File: src/rtl/seven_seg_scan_if.sv
// seven_seg_scan_if
//   Bundles the display-side signals of the seven-segment scanner.
//   master : the side that supplies digits and consumes segment drives
//   slave  : the scanner itself
//   bcd[15:0]  packed BCD {d3,d2,d1,d0}, d0 rightmost
//   dp_en[3:0] decimal-point enable per digit
//   blank_lz   leading-zero blanking enable
//   an[3:0]    anode selects, active-low
//   seg[6:0]   segments {g,f,e,d,c,b,a}, active-low
//   dp         decimal point, active-low
//   scan_tick  one-cycle pulse at each frame start
interface seven_seg_scan_if;
  logic [15:0] bcd;
  logic [3:0]  dp_en;
  logic        blank_lz;
  logic [3:0]  an;
  logic [6:0]  seg;
  logic        dp;
  logic        scan_tick;

  modport master (
    output bcd, dp_en, blank_lz,
    input  an, seg, dp, scan_tick
  );

  modport slave (
    input  bcd, dp_en, blank_lz,
    output an, seg, dp, scan_tick
  );
endinterface

File: src/rtl/seven_seg_scan.sv
// seven_seg_scan
//   Time-multiplexed driver for a 4-digit common-anode seven-segment display.
//   One digit is shown per REFRESH_DIV-cycle slot; the first GUARD cycles of
//   every slot keep all anodes off. The BCD value and dp enables are captured
//   once per frame so a frame never mixes two input values.
//   clk  : system clock
//   grst : asynchronous active-high reset
//   disp : seven_seg_scan_if.slave (bcd/dp_en/blank_lz in, an/seg/dp/scan_tick out)
module seven_seg_scan #(
  parameter int REFRESH_DIV = 12500,
  parameter int GUARD       = 16
) (
  input  logic             clk,
  input  logic             grst,
  seven_seg_scan_if.slave  disp
);

  localparam int              PW        = (REFRESH_DIV > 2) ? $clog2(REFRESH_DIV) : 1;
  localparam logic [PW-1:0]   PRES_LAST = PW'(REFRESH_DIV - 1);
  localparam logic [PW-1:0]   GUARD_V   = PW'(GUARD);

  // BCD digit to active-low segment pattern; non-BCD codes show a dash.
  function automatic logic [6:0] bcd_to_seg(input logic [3:0] nib);
    logic [6:0] s;
    case (nib)
      4'd0:    s = 7'h40;
      4'd1:    s = 7'h79;
      4'd2:    s = 7'h24;
      4'd3:    s = 7'h30;
      4'd4:    s = 7'h19;
      4'd5:    s = 7'h12;
      4'd6:    s = 7'h02;
      4'd7:    s = 7'h78;
      4'd8:    s = 7'h00;
      4'd9:    s = 7'h10;
      default: s = 7'h3F;
    endcase
    return s;
  endfunction

  logic [PW-1:0] pres_q, pres_d;
  logic [1:0]    idx_q, idx_d;
  logic [15:0]   snap_bcd_q, snap_bcd_d;
  logic [3:0]    snap_dp_q, snap_dp_d;
  logic          started_q, started_d;
  logic [3:0]    an_q, an_d;
  logic [6:0]    seg_q, seg_d;
  logic          dp_q, dp_d;
  logic          scan_tick_q, scan_tick_d;

  logic          tick_s, wrap_s;
  logic [3:0]    digit_s;
  logic          blank3_s, blank2_s, blank1_s;
  logic [3:0]    blank_vec_s;

  // Next-state for the prescaler, digit index, snapshot and registered outputs.
  always_comb begin
    tick_s = (pres_q == PRES_LAST);
    wrap_s = tick_s && (idx_q == 2'd3);

    if (tick_s) begin
      pres_d = '0;
      idx_d  = idx_q + 2'd1;
    end else begin
      pres_d = pres_q + PW'(1);
      idx_d  = idx_q;
    end

    if (wrap_s) begin
      snap_bcd_d = disp.bcd;
      snap_dp_d  = disp.dp_en;
    end else begin
      snap_bcd_d = snap_bcd_q;
      snap_dp_d  = snap_dp_q;
    end

    // Anodes stay dark until the first slot after reset has actually begun.
    started_d = started_q | tick_s;

    case (idx_d)
      2'd0:    digit_s = snap_bcd_d[3:0];
      2'd1:    digit_s = snap_bcd_d[7:4];
      2'd2:    digit_s = snap_bcd_d[11:8];
      2'd3:    digit_s = snap_bcd_d[15:12];
      default: digit_s = 4'd0;
    endcase

    // blank_lz is live, but seg only updates on a tick, so a change lands
    // at the next slot boundary.
    blank3_s    = disp.blank_lz & (snap_bcd_d[15:12] == 4'd0);
    blank2_s    = blank3_s & (snap_bcd_d[11:8] == 4'd0);
    blank1_s    = blank2_s & (snap_bcd_d[7:4] == 4'd0);
    blank_vec_s = {blank3_s, blank2_s, blank1_s, 1'b0};

    if (tick_s) begin
      seg_d = blank_vec_s[idx_d] ? 7'h7F : bcd_to_seg(digit_s);
      dp_d  = ~snap_dp_d[idx_d];
    end else begin
      seg_d = seg_q;
      dp_d  = dp_q;
    end

    if (!started_d || (pres_d < GUARD_V)) begin
      an_d = 4'b1111;
    end else begin
      an_d = ~(4'b0001 << idx_d);
    end

    scan_tick_d = wrap_s;
  end

  // State and output registers; reset forces the display dark immediately.
  always_ff @(posedge clk or posedge grst) begin
    if (grst) begin
      pres_q      <= '0;
      idx_q       <= 2'd3;
      snap_bcd_q  <= 16'h0000;
      snap_dp_q   <= 4'b0000;
      started_q   <= 1'b0;
      an_q        <= 4'b1111;
      seg_q       <= 7'h7F;
      dp_q        <= 1'b1;
      scan_tick_q <= 1'b0;
    end else begin
      pres_q      <= pres_d;
      idx_q       <= idx_d;
      snap_bcd_q  <= snap_bcd_d;
      snap_dp_q   <= snap_dp_d;
      started_q   <= started_d;
      an_q        <= an_d;
      seg_q       <= seg_d;
      dp_q        <= dp_d;
      scan_tick_q <= scan_tick_d;
    end
  end

  assign disp.an        = an_q;
  assign disp.seg       = seg_q;
  assign disp.dp        = dp_q;
  assign disp.scan_tick = scan_tick_q;

endmodule

File: src/flat_wrapper.sv
// flat-port wrapper written by rule: the top's interface ports become plain ports
module seven_seg_scan_flat 
#(
  parameter int REFRESH_DIV = 12500,
  parameter int GUARD       = 16
)
  (clk, grst, disp_bcd, disp_dp_en, disp_blank_lz, disp_an, disp_seg, disp_dp, disp_scan_tick);
  seven_seg_scan_if disp_i ();
  input  logic clk;
  input  logic grst;
  input wire logic [$bits(disp_i.bcd)-1:0] disp_bcd;
  input wire logic [$bits(disp_i.dp_en)-1:0] disp_dp_en;
  input wire logic [$bits(disp_i.blank_lz)-1:0] disp_blank_lz;
  output wire logic [$bits(disp_i.an)-1:0] disp_an;
  output wire logic [$bits(disp_i.seg)-1:0] disp_seg;
  output wire logic [$bits(disp_i.dp)-1:0] disp_dp;
  output wire logic [$bits(disp_i.scan_tick)-1:0] disp_scan_tick;
  assign disp_i.bcd = disp_bcd;
  assign disp_i.dp_en = disp_dp_en;
  assign disp_i.blank_lz = disp_blank_lz;
  assign disp_an = disp_i.an;
  assign disp_seg = disp_i.seg;
  assign disp_dp = disp_i.dp;
  assign disp_scan_tick = disp_i.scan_tick;
  seven_seg_scan #(.REFRESH_DIV(REFRESH_DIV), .GUARD(GUARD)) u_core (.clk(clk), .grst(grst), .disp(disp_i));
endmodule
File: config.mk
export PLATFORM = sky130hd
export DESIGN_NAME = seven_seg_scan_flat
export DESIGN_NICKNAME = d
export VERILOG_FILES = /design/src/rtl/seven_seg_scan_if.sv /design/src/rtl/seven_seg_scan.sv /design/src/flat_wrapper.sv
export SDC_FILE = /design/constraint.sdc
export NUM_CORES = 1
export LEC_CHECK = 0
export CORE_MARGIN = 8
export CORE_UTILIZATION = 59
export DETAILED_ROUTE_END_ITERATION = 8
export GPL_TIMING_DRIVEN = 0
export PLACE_DENSITY = 0.85
export SETUP_SLACK_MARGIN = 0.3
export SLEW_MARGIN = 20
export SYNTH_ARGS = -nofsm -noshare
export SYNTH_HDL_FRONTEND = slang
export SYNTH_SLANG_ARGS = --single-unit
File: constraint.sdc
create_clock -name clk -period 6.5 [get_ports clk]
set_clock_uncertainty 0.2 [all_clocks]
set_input_delay 1.3 -clock clk [delete_from_list [all_inputs] [get_ports clk]]
set_output_delay 1.3 -clock clk [all_outputs]
set_load 0.03 [all_outputs]
==> results of run 1 <==
cells by family (layout without fill, tap and decap cells):
kind of cell,Yosys count,in the layout,share of synthesized area (%)
simple gates,86,86,17.6
flops,50,50,47.6
mux,36,36,16.6
compound gates,24,24,5.68
buf+inv,20,64,3.28
xor+xnor,13,13,4.97
fa+ha+maj,9,9,4.22
power groups by stage:
stage | combinational [mW] | clock, mW | sequential, mW
finish | 0.0440 | 0.184 | 0.318
global route | 0.0489 | 0.202 | 0.319
CTS | 0.0447 | 0.189 | 0.318
detailed placement | 0.0447 | 0 | 0.324
global placement | 0.0418 | 0 | 0.324
floorplan | 0.0232 | 0 | 0.323
state kept, by name (all words and copies together), names as in the netlist:
register and count:
u_core.disp.an 4, u_core.disp.dp 1, u_core.disp.scan_tick 1, u_core.disp.seg 7, u_core.idx_q 2, u_core.pres_q 14, u_core.snap_bcd_q 16, u_core.snap_dp_q 4
u_core.started_q 1
stage by stage:
stage	hold slack (ps)	power (mW)	std cells	worst slack, ps
2_1_floorplan	226	0.346	238	3330
3_3_place_gp	244	0.365	325	2700
3_5_place_dp	249	0.369	326	2710
4_1_cts	269	0.551	334	2870
5_1_grt	295	0.569	334	2630
6_report	264	0.547	334	2890
final cells by class:
cell class	instances	share of cell area, %
timing repair buffer	36	11.6
tap	52	2.04
buffer	5	0.901
multi-input combinational	168	41.0
clock buffer	7	2.70
clock inverter	1	0.157
sequential	50	39.7
inverter	15	1.84
layer usage:
layer,wire (um),vias up
li1,-,923
met1,2340,927
met2,2910,48
met3,243,2
met4,40,0
met5,0,-
synth_stat cells (all sizes together), types with 3 or more instances:
cell	number
and4	5
dfrtp	36
nand4	5
inv	15
nor2b	3
dfstp	14
xor2	5
o21ai	5
xnor2	8
nand2	27
or4	5
mux2i	15
nor2	16
a21oi	8
nor4	3
nor3	4
ha	9
buf	4
nand3	8
mux2	20
worst max-delay path by stage:
stage / slack, ps / cells after the start / end
floorplan: 3330 / 7 / u_core.disp.seg[3]
global placement: 2700 / 8 / u_core.disp.seg[3]
detailed placement: 2710 / 8 / u_core.disp.seg[3]
CTS: 2870 / 13 / u_core.disp.seg[0]
global route: 2630 / 13 / u_core.disp.seg[0]
finish: 2890 / 13 / u_core.disp.seg[0]
==> run summary, run 1 <==
Most used cell, CP -> mux2i_1
Commonest non-fill, non-tap cell in the layout -> dfrtp_1
I/O pin cnt -> 36
Sequential-to-total area share from yosys stat -> 47.6%
Die height -> 83.2 um
Internal Power -> 0.426 mW
Syn Area/Cell -> 11.2 um2
Post-synth EDFFs -> 0
Multi-input gate area -> 0.00131 mm2
Setup TNS Final -> 0 ps
Max-Cap Viols -> 0
Worst Path Buf+Inv -> 3
Post-Syn Nets -> 270
Req. time, crit path -> 6520 ps
Detailed placement HPWL -> 4.26 mm
M2 GR Usage -> 29.4%
Worst R2R Setup Slack -> 2890 ps
Cell count after synthesis -> 238
Slew HR -> 66.8%
Outcome -> completed
Synth-to-Final Area Change -> 19.8%
Area after DPL -> 0.00310 mm2
TritonCTS clock tree -> built
Die Width -> 83.2 um
Worst Hold Launch -> u_core.started_q
Reg-to-Reg Start -> u_core.idx_q[1]
FF+latch count, synth -> 50
Nets -> 313
Fin. max-slew vios -> 0
Fmax -> 277 MHz
Full die area -> 0.00693 mm2
Fin crit share -> 55.5%
Asr flop ratio synth -> 100%
Pleak -> 1.38 nW
Slowest cell delay on critical path -> 580 ps
Setup bufs post-CTS -> 0
Commonest cells after routing, fill and taps aside -> dfrtp_1 (36), clkdlybuf4s50_1 (35), nand2_1 (27), mux2_2 (19), nor2_1 (16)
Fill count -> 299
CTS resizes -> 0
Clk pwr share -> 33.7%
Hold Crit Endpoint -> u_core.started_q
Final Critical Period -> 3610 ps
Hold_buf cts -> 0
Initial antenna violation count -> 0
Crit path from -> u_core.idx_q[1]
Num rows -> 24
Seq pwr share -> 58.2%
Logic gate share of total power -> 8.0%
Worst setup path category -> register to register
Synth area leaders -> dfrtp_1 (34%), dfstp_2 (14%), mux2_2 (8.0%)
Post-Route WL -> 5.54 mm
CP arrival -> 3630 ps
Worst R2R End -> u_core.disp.seg[0]
Starting density of the core -> 61.2%
Crit-path cells -> ha_1, and4bb_1, nand4_2, buf_2, buf_2, mux2i_1, mux2i_1, mux2i_1, inv_1, ha_1, mux2_4, mux2i_1, a21oi_1
PortBufs -> 35
Reg area -> 0.00127 mm2
Met3 usage -> 4.00%
Core Util, Final -> 73.3%
Worst hold stages -> 1
Net switching power -> 0.121 mW
RSZ-0062 raised after global routing -> no
Post-synth top flop -> dfrtp_1
H-tree depth -> 2
Clock Pin Slew Worst Setup and Hold Paths -> 90 ps
Most Crowded Layer GR -> met2
Final Hold Viols -> 0
Initial DRT Pass Iterations -> 4
Drt drc -> 0
Post-synthesis cell type count -> 49
Clock latency on the worst-skew pair -> 300 ps
Clock sinks -> 50
Crit-path leading delay family -> multiplexers
Root buffer cell -> clkbuf_8
GPL Wtd Cong -> 0.866
Vias per cell -> 5.69
Clock buffer depth -> 2
Grt ovf -> 0
Startpoint class of the critical path -> register
CP Max Fanout -> 10
First-pass GRT wire length -> 9.58 mm
Routed WL per cell -> 16.6 um
Ys Warns -> 0
FF-to-FF path depth -> 13
Switching share of total power -> 22.1%
Met1 usage -> 18.8%
Share of layout cells above drive strength 1 -> 20.9%
Worst-path cell with the longest stage delay -> dfstp_2
Number of global-route vias before repair -> 2113
TritonCTS buffer count -> 5
Synth Cell Area -> 0.00267 mm2
Core area -> 0.00435 mm2
Total GRT Usage -> 16.6%
Top cell type's share of synthesized area -> 33.8%
Slew @ Worst Pin -> 487 ps
CP endpoint kind -> register
ANT nets after route -> 0
Final setup violation count -> 0
Diode count -> 0
Pwr dens -> 171 mW/mm2
Hold Crit Class -> register to register
Area leader, netlist -> dfrtp_1
Design area -> 0.00319 mm2
Routed via count -> 1900
Maximum VDD drop -> 0.138 mV
Largest net degree at the start of global routing -> 29
Drt first-iter violations -> 207
Power figures use the tool's default switching activity.
==> run 2: changes to the inputs <==
- CORE_UTILIZATION: 59 -> 49
- PLACE_DENSITY: 0.85 -> 0.75
- clock period: 6.5 -> 3.3 ns (I/O delays scaled with it)
==> run 2 against run 1 <==
Against the previous run: combinational power increased to 2.5 times the previous value; clock-buffer cell count stayed put; die area grew 16%; first-iteration DRC count decreased by 66%; critical path depth is 1 higher; hold slack gained 7.1 ps; largest power group unchanged; final area grew 17%; critical endpoint unchanged; wire length increased by 19%; core utilization is 3.8 points lower; sequential share of layout area down 5.7 points; register-to-register slack got worse by 2700 ps; cell count rose by 16%; highest routed layer unchanged.
==> run summary, run 2 (synthesis results as in run 1) <==
Met3 WL -> 228 um (-6.2%)
Req. time, crit path -> 3340 ps (-3180 ps)
Drt first-iter violations -> 70 (-66%)
Crit-path leading delay family -> multiplexers
Final Critical Period -> 3120 ps (-488 ps)
Internal Power -> 0.932 mW (+120%)
Clock buffer depth -> 2 (unchanged)
Drt drc -> 0 (unchanged)
PortBufs -> 35 (unchanged)
TritonCTS buffer count -> 5 (unchanged)
Setup TNS Final -> 0 ps (unchanged)
Fmax -> 321 MHz (+16%)
Tot Pwr -> 1.19 mW (+120%)
Initial antenna violation count -> 0 (unchanged)
Crit path from -> u_core.idx_q[1]
Initial DRT Pass Iterations -> 4 (unchanged)
Routed WL per cell -> 17.0 um (+2.7%)
Die Width -> 89.8 um (+7.9%)
Synth-to-Final Area Change -> 40.0%
Worst R2R End -> u_core.disp.seg[0]
H-tree depth -> 2 (unchanged)
Worst R2R Setup Slack -> 180 ps (-2710 ps)
CP endpoint -> u_core.disp.seg[0]
Vias per cell -> 5.37 (-5.5%)
FF-to-FF path depth -> 14 (+1)
Clock sinks -> 50 (unchanged)
Pwr dens -> 318 mW/mm2 (+86%)
Final setup margin -> 182 ps (-2710 ps)
Fin. max-slew vios -> 0 (unchanged)
WL met2 -> 3.44 mm (+18%)
Biggest register -> u_core.snap_bcd_q
Multi-input gate area -> 0.00149 mm2 (+13%)
Clock latency on the worst-skew pair -> 310 ps (about the same)
Max FFs per register -> 16 (unchanged)
Max Used Layer -> met4
First-pass GRT wire length -> 11.1 mm (+15%)
Fin crit share -> 94.5% (+39 points)
Net switching power -> 0.256 mW (+110%)
Grt ovf -> 0 (unchanged)
Worst Hold Slack -> 271 ps (+7.06 ps)
Total GRT Usage -> 16.7% (+0.030 points)
Hold_buf cts -> 0 (unchanged)
Startpoint class of the critical path -> register
M1 wire length -> 2.77 mm (+18%)
Area after DPL -> 0.00317 mm2 (+2.2%)
CP arrival -> 3150 ps (-480 ps)
Worst-path cell with the longest stage delay -> dfstp_2
Layout Cells excl Fill -> 386 (+16%)
Worst setup path category -> register to register
Hold Crit Class -> register to register
GPL Wtd Cong -> 0.824 (-4.9%)
Worst Path Buf+Inv -> 4 (+1)
CP Max Fanout -> 5 (-5)
I/O pin cnt -> 36 (unchanged)
Stages on worst setup path -> 14 (+1)
CP endpoint kind -> register
Share of layout cells above drive strength 1 -> 37.9% (+17 points)
Crit-path cells -> ha_4, and4bb_1, nand4_4, buf_8, buf_8, mux2i_4, mux2i_2, mux2i_2, buf_4, buf_6, ha_4, mux2_4, mux2i_1, a21oi_1
Detailed placement HPWL -> 4.27 mm (+0.15%)
Full die area -> 0.00806 mm2 (+16%)
Max-Cap Viols -> 0 (unchanged)
Core Util, Final -> 69.5% (-3.8 points)
Maximum VDD drop -> 0.163 mV (+19%)
Slew HR -> 57.7% (-9.1 points)
Slew @ Worst Pin -> 634 ps (+146 ps)
Die height -> 89.8 um (+7.9%)
Clk pwr share -> 37.8% (+4.1 points)
Starting density of the core -> 49.6% (-12 points)
Core area -> 0.00537 mm2 (+23%)
Seq pwr share -> 52.8% (-5.4 points)
RSZ-0062 raised after global routing -> yes
Final Hold Viols -> 0 (unchanged)
Post-Place Cells -> 346 (+6.1%)
Switching share of total power -> 21.5% (-0.56 points)
Slowest cell delay on critical path -> 570 ps (about the same)
Commonest cells after routing, fill and taps aside -> clkdlybuf4s50_1 (35), dfrtp_1 (34), buf_4 (28), nand2_1 (27), mux2_2 (17)
Post-Route WL -> 6.57 mm (+19%)
Fill count -> 369 (+23%)
Pleak -> 1.58 nW (+14%)
TritonCTS clock tree -> built
Nets -> 345 (+10%)
Commonest non-fill, non-tap cell in the layout -> clkdlybuf4s50_1
ANT nets after route -> 0 (unchanged)
Final setup violation count -> 0 (unchanged)
Num rows -> 27 (+13%)
Reg area -> 0.00127 mm2 (+0.20%)
Diode count -> 0 (unchanged)
Dpl ws -> -238 ps (-2950 ps)
Largest net degree at the start of global routing -> 29 (unchanged)
Design area -> 0.00373 mm2 (+17%)
Reg-to-Reg Start -> u_core.idx_q[1]
Number of global-route vias before repair -> 2255 (+6.7%)
Root buffer cell -> clkbuf_8
Routed via count -> 2074 (+9.2%)
Outcome -> completed
Logic gate share of total power -> 9.4% (+1.4 points)
Clock Pin Slew Worst Setup and Hold Paths -> 90 ps (about the same)
## run 2: worst min path at each step
stage | slack, ps | to | startpoint | cells after the start
after floorplan | 230 | u_core.started_q | u_core.started_q | 1
after global placement | 240 | u_core.snap_dp_q[3] | u_core.snap_dp_q[3] | 2
after detailed placement | 250 | u_core.started_q | u_core.started_q | 1
after CTS | 270 | u_core.started_q | u_core.started_q | 1
after global routing | 300 | u_core.started_q | u_core.started_q | 1
final | 270 | u_core.snap_dp_q[2] | u_core.snap_dp_q[2] | 2
## run 2: power groups by stage
stage	combinational (mW)	sequential [mW]	clock, mW
finish	0.112	0.627	0.448
floorplan	0.0457	0.637	0
CTS	0.104	0.627	0.456
global placement	0.0831	0.638	0
detailed placement	0.0897	0.638	0
global route	0.121	0.628	0.480
## run 2: layout make-up
class	count	share of cell area, %
clock buffers	7	2.31
repair buffers	68	17.6
inverters	15	1.58
well taps	72	2.41
plain buffers	5	1.41
clock inverters	1	0.805
flip-flops and latches	50	34.1
multi-input cells	168	39.8
## run 2: routing by layer
metal,up-vias,global-route usage (%)
met3,10,3.82
met2,43,28.6
met5,-,0
li1,987,-
met4,0,6.49
met1,1034,19.7
## run 2: worst register-to-register path, delay by kind of cell (launching register included)
family          cells  cell delay, ps
fa+ha+maj           2             270
mux                 5             930
buf+inv             4             590
simple gates        2             390
compound gates      1              80
flops               1             570
## run 2: repair_timing
action,CTS,global route
setup buffers,24,7
resized for setup,26,17
cloned,1,0
endpoints found under the setup margin,11,11
pin swaps,6,10
==> RTL edit (flow settings as in run 2) <==
`REFRESH_DIV` is set to 12500 in 2 places; all go to 6250.
--- a/src/rtl/seven_seg_scan.sv
+++ b/src/rtl/seven_seg_scan.sv
@@ -7,7 +7,7 @@
 //   grst : asynchronous active-high reset
 //   disp : seven_seg_scan_if.slave (bcd/dp_en/blank_lz in, an/seg/dp/scan_tick out)
 module seven_seg_scan #(
-  parameter int REFRESH_DIV = 12500,
+  parameter int REFRESH_DIV = 6250,
   parameter int GUARD       = 16
 ) (
   input  logic             clk,
--- a/src/flat_wrapper.sv
+++ b/src/flat_wrapper.sv
@@ -1,7 +1,7 @@
 // flat-port wrapper written by rule: the top's interface ports become plain ports
 module seven_seg_scan_flat 
 #(
-  parameter int REFRESH_DIV = 12500,
+  parameter int REFRESH_DIV = 6250,
   parameter int GUARD       = 16
 )
   (clk, grst, disp_bcd, disp_dp_en, disp_blank_lz, disp_an, disp_seg, disp_dp, disp_scan_tick);
Behaviour: same outputs for any inputs over 10 cycles, from zero or initial values and one cycle with grst high; that may be too few to reach the edited logic, so the function may still have changed.
==> RTL edit against run 2 <==
Global-route usage is 2.9 points higher. Critical path depth decreased by 2. Sequential cell count down 1. Wire length up 27%. Count of clock-buffer cells in the layout rose by 1. Sequential power is 3.7% lower. Core utilization rose by 0.66 points. Final cell count increased by 14%. Setup slack worse by 0.41 ns. The flow now finishes with violations (setup timing). Total power down 12%. Final area is 4.1% higher. Synthesized area grew 5.8%.
==> RTL edit: results (changes against run 2) <==
Run status
  • Status: finished, violations left
  • Violated checks: setup timing

Route
  • Met3 wire length: 501 um (+120%)
  • Wire length on met2: 4.089 mm (+19%)
  • Final WL: 8.341 mm (+27%)
  • Via count: 2593 (+25%)
  • Drt pass-1 iters: 5 (+1)
  • WL met1: 3.649 mm (+32%)

Layout
  • Post-Layout Cell Count: 441 (+14%)
  • CLK BUF: 8 (+1)
  • Filler Cell Count: 427 (+16%)
  • Buffers excl. clock: 83 (+14%)
  • Inverters: 13 (-2)
  • Signal buffers share of area: 19.06% (about the same)
  • Fin nets: 400 (+16%)
  • Register area: 1249 um2 (-1.8%)
  • #MultiIn Comb: 216 (+29%)
  • Clk cell area share: 2.318% (-0.80 points)
  • Layout cells sized above 1: 29.81% (-8.1 points)
  • Seq/total area: 32.13% (-1.9 points)

STA
  • Worst setup margin: -0.2277 ns (-0.4097 ns)
  • Setup TNS: -0.8025 ns (-0.8025 ns)
  • Hold WS: 0.2679 ns (-0.003607 ns)
  • Slew margin rel.: 57.94% (+0.24 points)
  • Finish-stage setup viols: 7 (+7)

Setup path
  • Worst reg2reg path endpoint: u_core.disp.seg[3]
  • Max incr delay on CP: 0.59 ns (+0.02 ns)
  • Reg-to-reg critical path startpoint: u_core.pres_q[9]
  • CP top delay family: compound AO/OA/AOI/OAI gates
  • Register-to-Register Path Depth: 12 (-2)
  • Critical Path Fanout Max: 4 (-1)
  • Crit path from: u_core.pres_q[9]

Logic synthesis
  • Netlist cell types: 68 (+39%)
  • Xor and xnor fraction of the mapped netlist area: 3.416% (-1.6 points)
  • Synth top area cells: dfrtp_1, dfstp_2, nand2_1
  • Sequential area share after synthesis: 44.10% (-3.5 points)
  • Compound-Gate Fraction of Synth Area: 17.52% (+12 points)
  • Commonest cells in the netlist: nand2_1, dfrtp_1, nor2_1, dfstp_2, inv_1
  • Syn_area_per_cell: 9.658 um2 (-14%)
  • Post-Syn Nets: 324 (+20%)
  • Top-count cell post-synth: nand2_1
  • Area share of fa/ha/maj cells after synthesis: 3.993% (-0.23 points)

Pwr
  • Int Pwr: 0.8060 mW (-13%)
  • Pleak: 1.575 nW (-0.24%)
  • VDD IR max: 0.1854 mV (+13%)
  • Sw Pwr: 0.2348 mW (-8.1%)
  • Register share of total power: 58.1% (+5.3 points)

Global route
  • Met1 usage: 25.86% (+6.2 points)
  • Gr usage total: 19.61% (+2.9 points)
  • Largest net degree at the start of global routing: 31 (+6.9%)
  • First-pass GRT wire length: 13.43 mm (+21%)
  • Number of global-route vias before repair: 2662 (+18%)
  • Routing usage on met3: 3.341% (-0.48 points)

Placed design
  • GPL Wtd Cong: 0.9720 (+18%)
  • Hpwl dp: 5.729 mm (+34%)
  • DP Area: 3296 um2 (+4.0%)
  • Post-placement setup slack: -0.5551 ns (-0.3174 ns)

CTS
  • CTS Sinks: 49 (-2.0%)
==> RTL edit: cell types whose count changed after synthesis, moves of 4 or more <==
cell      change
mux2_2       -15
nand4_1       +5
nand2_1      +31
mux2i_1       -5
o22ai_1       +5
and2_1        +4
clkbuf_1     +10
==> RTL edit: worst min path at each step <==
| stage | from | to | cells after the start |
|---|---|---|---|
| after floorplan | u_core.started_q | u_core.started_q | 1 |
| after global placement | u_core.disp.dp | u_core.disp.dp | 2 |
| after detailed placement | u_core.disp.dp | u_core.disp.dp | 2 |
| after CTS | u_core.disp.dp | u_core.disp.dp | 2 |
| after global routing | u_core.disp.dp | u_core.disp.dp | 2 |
| final | u_core.disp.dp | u_core.disp.dp | 2 |
==> RTL edit: what timing repair did <==
action,in CTS,in global routing
endpoints found under the setup margin,12,11
pin swaps,12,16
setup buffers,22,11
resized for setup,36,33
